**config.mk**
```make
export PLATFORM = sky130hd
export DESIGN_NAME = quant_seq
export DESIGN_NICKNAME = d
export VERILOG_FILES = /design/src/rtl/dctq_pkg.sv /design/src/rtl/quant_mul.sv /design/src/rtl/quant_seq.sv
export SDC_FILE = /design/constraint.sdc
export NUM_CORES = 1
export LEC_CHECK = 0
export ABC_AREA = 1
export CAP_MARGIN = 20
export CORE_AREA = 2 2 123 125
export CTS_CLUSTER_SIZE = 24
export DETAILED_ROUTE_END_ITERATION = 6
export DIE_AREA = 0 0 125 127
export SLEW_MARGIN = 15
export SYNTH_ARGS = -nofsm -noshare
export SYNTH_HDL_FRONTEND = slang
export SYNTH_SLANG_ARGS = --single-unit
```
**constraint.sdc**
```tcl
create_clock -name clk -period 10.1 [get_ports clk]
set_input_delay 2.02 -clock clk [delete_from_list [all_inputs] [get_ports clk]]
set_output_delay 2.02 -clock clk [all_outputs]
set_load 0.03 [all_outputs]
```
**src/rtl/dctq_pkg.sv**
```systemverilog
// Shared constants and FSM state type for the DCT coefficient quantizer.
package dctq_pkg;

    localparam int unsigned DW_DEF    = 12;
    localparam int unsigned QW_DEF    = 8;
    localparam int unsigned BLK_LEN   = 64;
    localparam int unsigned IDX_W     = $clog2(BLK_LEN);
    localparam int unsigned ROM_LAT   = 1;
    localparam int unsigned RND_CONST = 128;
    localparam int unsigned Q_FRAC    = 8;

    typedef enum logic [1:0] {
        ST_IDLE  = 2'd0,
        ST_RUN   = 2'd1,
        ST_DRAIN = 2'd2,
        ST_DONE  = 2'd3
    } state_e;

endpackage

```
**src/rtl/quant_mul.sv**
```systemverilog
// Signed coefficient times unsigned reciprocal, round-half-up, shift by 8, registered.
module quant_mul
    import dctq_pkg::*;
#(
    parameter int unsigned DW = DW_DEF,
    parameter int unsigned QW = QW_DEF
) (
    input  logic          clk,
    input  logic          rst,
    input  logic          en,
    input  logic [DW-1:0] a,
    input  logic [QW-1:0] q,
    output logic [DW-1:0] y
);

    localparam int unsigned PW = DW + QW + 1;

    logic signed [PW-1:0] a_ext_c;
    logic signed [PW-1:0] q_ext_c;
    logic signed [PW-1:0] prod_c;
    logic [DW-1:0]        y_d;
    logic [DW-1:0]        y_q;

    // Full-precision product; q is zero-extended so it stays non-negative.
    always_comb begin
        a_ext_c = {{(QW + 1){a[DW-1]}}, a};
        q_ext_c = {{(DW + 1){1'b0}}, q};
        prod_c  = a_ext_c * q_ext_c;
    end

    // Round, arithmetic shift and truncate; |q| < 1 so no saturation is needed.
    always_comb begin
        y_d = y_q;
        if (en) begin
            y_d = DW'((prod_c + $signed(PW'(RND_CONST))) >>> Q_FRAC);
        end
    end

    // Output register holds its value between valid results.
    always_ff @(posedge clk or posedge rst) begin
        if (rst) begin
            y_q <= '0;
        end else begin
            y_q <= y_d;
        end
    end

    assign y = y_q;

endmodule

```
**src/rtl/quant_seq.sv**
```systemverilog
// Block sequencer: walks 64 coefficients through the ROM lookup and quantizer.
module quant_seq
    import dctq_pkg::*;
#(
    parameter int unsigned DW = DW_DEF,
    parameter int unsigned QW = QW_DEF
) (
    input  logic             clk,
    input  logic             rst,
    input  logic             start,
    input  logic             abort,
    input  logic [DW-1:0]    din,
    input  logic             din_valid,
    output logic             din_ready,
    output logic [IDX_W-1:0] rom_addr,
    input  logic [QW-1:0]    rom_data,
    output logic [DW-1:0]    dout,
    output logic             dout_valid,
    output logic [IDX_W-1:0] dout_idx,
    output logic             dout_last,
    output logic             busy,
    output logic             done
);

    localparam logic [IDX_W-1:0] IDX_LAST = IDX_W'(BLK_LEN - 1);

    state_e           state_q, state_d;
    logic [IDX_W-1:0] idx_q, idx_d;
    logic [DW-1:0]    din_q, din_d;
    logic             v1_q, v1_d;
    logic [IDX_W-1:0] vidx_q, vidx_d;
    logic             dout_valid_q, dout_valid_d;
    logic [IDX_W-1:0] dout_idx_q, dout_idx_d;
    logic             dout_last_q, dout_last_d;
    logic             done_q, done_d;
    logic             busy_q, busy_d;
    logic             din_ready_q, din_ready_d;
    logic             accept_c;
    logic             mul_en_c;

    // Next-state, counter and valid-pipeline logic; abort overrides everything.
    always_comb begin
        state_d      = state_q;
        idx_d        = idx_q;
        din_d        = din_q;
        v1_d         = 1'b0;
        vidx_d       = vidx_q;
        done_d       = 1'b0;
        accept_c     = din_valid && din_ready_q && !abort;
        mul_en_c     = v1_q && !abort;
        dout_valid_d = mul_en_c;
        dout_idx_d   = mul_en_c ? vidx_q : dout_idx_q;
        dout_last_d  = mul_en_c && (vidx_q == IDX_LAST);

        case (state_q)
            ST_IDLE: begin
                if (start) begin
                    state_d = ST_RUN;
                    idx_d   = '0;
                end
            end
            ST_RUN: begin
                if (accept_c) begin
                    din_d  = din;
                    v1_d   = 1'b1;
                    vidx_d = idx_q;
                    idx_d  = idx_q + IDX_W'(1);
                    if (idx_q == IDX_LAST) begin
                        state_d = ST_DRAIN;
                    end
                end
            end
            ST_DRAIN: begin
                if (dout_valid_q && dout_last_q) begin
                    state_d = ST_DONE;
                    done_d  = 1'b1;
                end
            end
            ST_DONE: begin
                state_d = ST_IDLE;
            end
            default: begin
                state_d = ST_IDLE;
            end
        endcase

        if (abort) begin
            state_d = ST_IDLE;
            idx_d   = '0;
            v1_d    = 1'b0;
            done_d  = 1'b0;
        end

        busy_d      = (state_d == ST_RUN) || (state_d == ST_DRAIN);
        din_ready_d = (state_d == ST_RUN);
    end

    // State, counter and pipeline registers.
    always_ff @(posedge clk or posedge rst) begin
        if (rst) begin
            state_q      <= ST_IDLE;
            idx_q        <= '0;
            din_q        <= '0;
            v1_q         <= 1'b0;
            vidx_q       <= '0;
            dout_valid_q <= 1'b0;
            dout_idx_q   <= '0;
            dout_last_q  <= 1'b0;
            done_q       <= 1'b0;
            busy_q       <= 1'b0;
            din_ready_q  <= 1'b0;
        end else begin
            state_q      <= state_d;
            idx_q        <= idx_d;
            din_q        <= din_d;
            v1_q         <= v1_d;
            vidx_q       <= vidx_d;
            dout_valid_q <= dout_valid_d;
            dout_idx_q   <= dout_idx_d;
            dout_last_q  <= dout_last_d;
            done_q       <= done_d;
            busy_q       <= busy_d;
            din_ready_q  <= din_ready_d;
        end
    end

    // Multiply/round stage, loaded one edge after acceptance when the ROM entry is ready.
    quant_mul #(
        .DW (DW),
        .QW (QW)
    ) u_mul (
        .clk (clk),
        .rst (rst),
        .en  (mul_en_c),
        .a   (din_q),
        .q   (rom_data),
        .y   (dout)
    );

    assign rom_addr   = idx_q;
    assign din_ready  = din_ready_q;
    assign dout_valid = dout_valid_q;
    assign dout_idx   = dout_idx_q;
    assign dout_last  = dout_last_q;
    assign busy       = busy_q;
    assign done       = done_q;

endmodule

```
Word level (Yosys, flattened, before mapping)
Cells that the tools add are included. W data, S select, Z words.

Bits in registers: 50. Input bits: 25.

Add/sub/neg operators: 2. Multiply operators: 1. Eq/ne operators: 9. Mux-type cells: 16. Reductions and logical operators: 11.

Operators by type and width (number): $add A20 B9 Y20 const B (1); $mul A12 B9 Y20 (1); $mux W6 (3); $eq A6 B6 Y1 const B (2); $pmux W6 S2 (1); $mux W2 (5); $pmux W2 S4 (1); $add A6 B1 Y6 const B (1); $eq A2 B2 Y1 const B (3); $mux W1 (6); $ne A3 B3 Y1 const B (2); $logic_and A1 B1 Y1 (5); $eq A2 B1 Y1 const B (2); $reduce_and A3 Y1 (1); $reduce_bool A3 Y1 (1); $logic_not A2 Y1 (1); $reduce_and A2 Y1 (1); $logic_not A1 Y1 (1); $logic_or A1 B1 Y1 (1).

Logic depth before layout (Yosys ltp)
Depth in word-level cells: 7. Gate-level depth with buffers: 22. Gate-level depth less buffers: 21.

Modules after synthesis
Synthesis repeated with hierarchy kept, for this count alone.

Cells, all modules: 725. Area, all modules: 5731.7 um2.

By module, submodules not included: quant_mul (times used 1, cells an instance 550, area an instance 4141.5 um2); quant_seq (times used 1, cells an instance 175, area an instance 1590.3 um2).

Worst setup path after synthesis
No wires, ideal clock.

Kind: input to register. Start point: input rom_data[1]. End point: register u_mul.y_q[10], in the netlist u_mul.y[10]. Library setup time: 0.117 ns. Data arrival time: 6.071 ns. Data required time: 9.983 ns. Path slack: 3.912 ns. Cell stages on the path: 22. Path through: clkbuf_1 -> nand2_1 -> fa_1 -> inv_1 -> fa_1 -> inv_1 -> fa_1 -> inv_1 -> fa_1 -> fa_1 -> ha_1 -> inv_1 -> o21ai_0 -> nand2_1 -> nand2_1 -> inv_1 -> nand2_2 -> nand3_2 -> nand2_1 -> nand2_1 -> nand3_1 -> nand2_1.

Word-level cells in the longest chain between the ends: 2.

Ends and longest elaborated chain: from (decl) (line quant_seq.sv:16) `input logic [QW-1:0] rom_data,`; $mul A12 B9 Y20 (line quant_mul.sv:28) `prod_c = a_ext_c * q_ext_c;`; $add A20 B9 Y20 (line quant_mul.sv:35) `y_d = DW'((prod_c + $signed(PW'(RND_CONST))) >>> Q_FRAC);`; to (signal assigned) (line quant_mul.sv:44) `y_q <= y_d;`; to (decl) (line quant_mul.sv:22) `logic [DW-1:0] y_q;`.

No other way between the ends. A chain may end at the register's enable or synchronous reset.

Worst setup path after layout
Start point: input rom_data[1]. End point: register u_mul.y_q[5], in the netlist u_mul.y[5].

Same word-level chain as after synthesis.

==> results.tsv <==
stage	metric	value	unit
critical_path	Largest stage delay, worst path	810	ps
critical_path	CP Class	primary input to register	
min_path	Worst Hold Depth	2	
yosys	Yosys cell types	33	
global_route	grt ovf	0	
global_route	total track usage	0.179	
drt	WL/cell	13.6	um
yosys	Mapped Cells	724	
drt	via count	4487	
critical_path	CP cell instances	clkdlybuf4s50_1 -> nand2_1 -> fa_1 -> inv_1 -> fa_1 -> inv_1 -> fa_1 -> inv_1 -> fa_1 -> fa_1 -> ha_1 -> a21oi_1 -> o21ai_0 -> inv_2 -> nand2_4 -> nand2_2 -> nand2_1 -> nand2_1 -> nand3_1 -> nand2_1	
min_path	Worst Hold Launch	dout_idx[2]$_DFFE_PP0P_	
yosys	largest cells by area after synthesis	fa_1, dfrtp_1, nand2_1	
yosys	synth warn	0	
clock_network	post-cts repair resize count	0	
clock_network	Hold Buf Count CTS	0	
sta	Final Hold Viols	0	
global_route	initial antenna violation count	0	
yosys	ys async rst share	1.00	
placement	Post-DP HPWL	10600	um
yosys	synth cell count leaders	nand2_1, inv_1, fa_1, dfrtp_1, ha_1	
floorplan	Die Y	127	um
floorplan	# IOs	54	
drt	drt pass-1 iters	4	
critical_path	RR Startpoint	din_q[6]$_DFFE_PP0P_	
final_layout	share of cells above drive strength 1	0.0435	
clock_network	worst skew pair latency	300	ps
clock_network	Post-CTS Setup Inserts	0	
critical_path	Max FO, Critical Path	11	
floorplan	die area	15900	um^2
yosys	synthesized area	5720	um^2
critical_path	WP data required	10280	ps
flow_run	Max Cap Viol	0	
final_layout	area taken by flip-flops and latches	1250	um^2
yosys	Synth Net Count	873	
drt	Antenna Nets Post-Route	0	
placement	IO Port Bufs	53	
sta	Worst Tran Pin Value	885	ps
yosys	EDFF count, synth	0	
yosys	FF+latch count, synth	50	
final_layout	fillers	1440	
final_layout	antenna diode count	0	
critical_path	Critical Path End Type	register	
drt	drt drc	0	
critical_path	startpoint types	primary input	
critical_path	R2R depth	19	
sta	Setup TNS	0	ps
sta	Layout Skew	10.2	ps
sta	Final Slew Violations	0	
drt	drt via density	4.76	
critical_path	reg2reg setup slack	5090	ps
clock_network	Reg clk slew, reported paths	70	ps
min_path	Hold Path Sink	dout_idx[2]$_DFFE_PP0P_	
yosys	cell taking the most area after synthesis	fa_1	
yosys	Seq/Total Area, Yosys	0.219	
clock_network	H-tree Lvls	2	
sta	Rel. slew slack	0.410	
placement	GPL Wtd Cong	0.903	
critical_path	Reg-to-Reg End	u_mul.y[5]$_DFFE_PP0P_	
clock_network	clk buf depth	2	
final_layout	Multi-input gate area	3720	um^2
sta	unrepaired setup endpoints after global routing	false	
min_path	min-delay worst type	register to register	
drt	Post-Route WL	12800	um
global_route	first-pass GRT wire length	23400	um
clock_network	TritonCTS clock tree	done	
clock_network	clock sink count	50	
floorplan	row cnt	44	
sta	highest clock rate	0.144	GHz
final_layout	Area Overhead vs Synth	13.9	%
yosys	post-synth top area share	0.266	
global_route	pin count of the biggest net entering global routing	51	
critical_path	most used cell, CP	fa_1	
critical_path	CP Buf/Inv Count	5	
clock_network	clk root buf	clkbuf_16	
critical_path	CP arrival	7120	ps
yosys	Top FF cell, synth	dfrtp_1	
final_layout	layout net count	907	
critical_path	Top delay family on crit path	adder cells	
yosys	count leader, synth	nand2_1	
global_route	vias in the first global route	5002	
floorplan	core footprint	14400	um^2
clock_network	cts bufs inserted	5	
floorplan	Initial Util	0.397	
sta	final setup fails	0	
sta	Period minus WS final	6940	ps
critical_path	CP max-delay cell	clkdlybuf4s50_1	
drt	Starting DRT DRC Count	207	
sta	period utilization	0.687	
floorplan	Die Span X	125	um
outcome	status	finished, final reports clean	
yosys	Syn Area/Cell	7.91	um^2
[per-layer routing]
| metal | part of all wire | track usage | up-vias | routed length, um |
|---|---|---|---|---|
| met5 | 0 | 0 | - | 0 |
| met4 | 0.020 | 0.0471 | 0 | 257 |
| met3 | 0.033 | 0.0247 | 18 | 430 |
| met2 | 0.50 | 0.321 | 71 | 6470 |
| met1 | 0.44 | 0.228 | 2191 | 5690 |
| li1 | - | - | 2207 | - |
[cells by family after synthesis]
kind of cell,count (synthesis),synth area share
AOI/OAI and AO/OA,51,0.0483
xor gates and xnor gates,5,0.00765
adders and majority gates,124,0.371
buffers and inverters,196,0.132
DFF,50,0.219
muxes,1,0.00175
and+or+nand+nor,297,0.221
[tightest hold or removal path, delay by kind of cell, from the launching register on]
kind	cells	cell delay (ps)
flops	1	350
simple gates	2	110
[through the flow]
step	hold WS, ps	instances	worst slack (ps)	util	cell area (um^2)
5_1_grt	506	943	2890	0.452	6520
3_5_place_dp	475	935	2900	0.441	6370
2_1_floorplan	459	724	3910	-	5720
3_3_place_gp	473	935	2850	0.441	6370
6_report	490	943	3160	0.452	6520
4_1_cts	492	943	3190	0.452	6520
[final cells by class]
type                    count  share of cell area
multi-input cells         478               0.570
flip-flops and latches     50               0.192
inverters                 170              0.0982
repair buffers             53              0.0813
well taps                 184              0.0353
clock buffers               5              0.0192
clock inverters             3             0.00441
[worst max-delay path by stage]
stage                      startpoint                       to  cells after the start
after global routing      rom_data[1]   u_mul.y[5]$_DFFE_PP0P_                     20
after floorplan           rom_data[1]  u_mul.y[10]$_DFFE_PP0P_                     22
after CTS                 rom_data[1]   u_mul.y[5]$_DFFE_PP0P_                     20
after global placement    rom_data[1]   u_mul.y[5]$_DFFE_PP0P_                     20
after detailed placement  rom_data[1]   u_mul.y[5]$_DFFE_PP0P_                     20
final                     rom_data[1]   u_mul.y[5]$_DFFE_PP0P_                     20
[placed cells by master (no fill, tap or decap), drive strengths merged]
cell type,instances
a21o,1
a21oi,23
a31oi,2
clkbuf,5
clkdlybuf4s50,53
clkinv,4
dfrtp,50
fa,76
ha,48
inv,169
mux2i,1
nand2,241
nand3,27
nand3b,4
nand4,2
nor2,16
nor3,4
nor4,3
o21ai,23
o21bai,1
o31ai,1
xnor2,4
xor2,1
[state kept, by name, summed over array words and instances, names as in the netlist]
register,count
din_q,12
u_mul.y,12
dout_idx,6
rom_addr,6
vidx_q,6
state_q,2
busy,1
din_ready,1
done,1
dout_last,1
dout_valid,1
v1_q,1
Power is left out: the tool's default activity adds up to more than one toggle a clock period on the data nets, which glitch-free logic cannot reach.
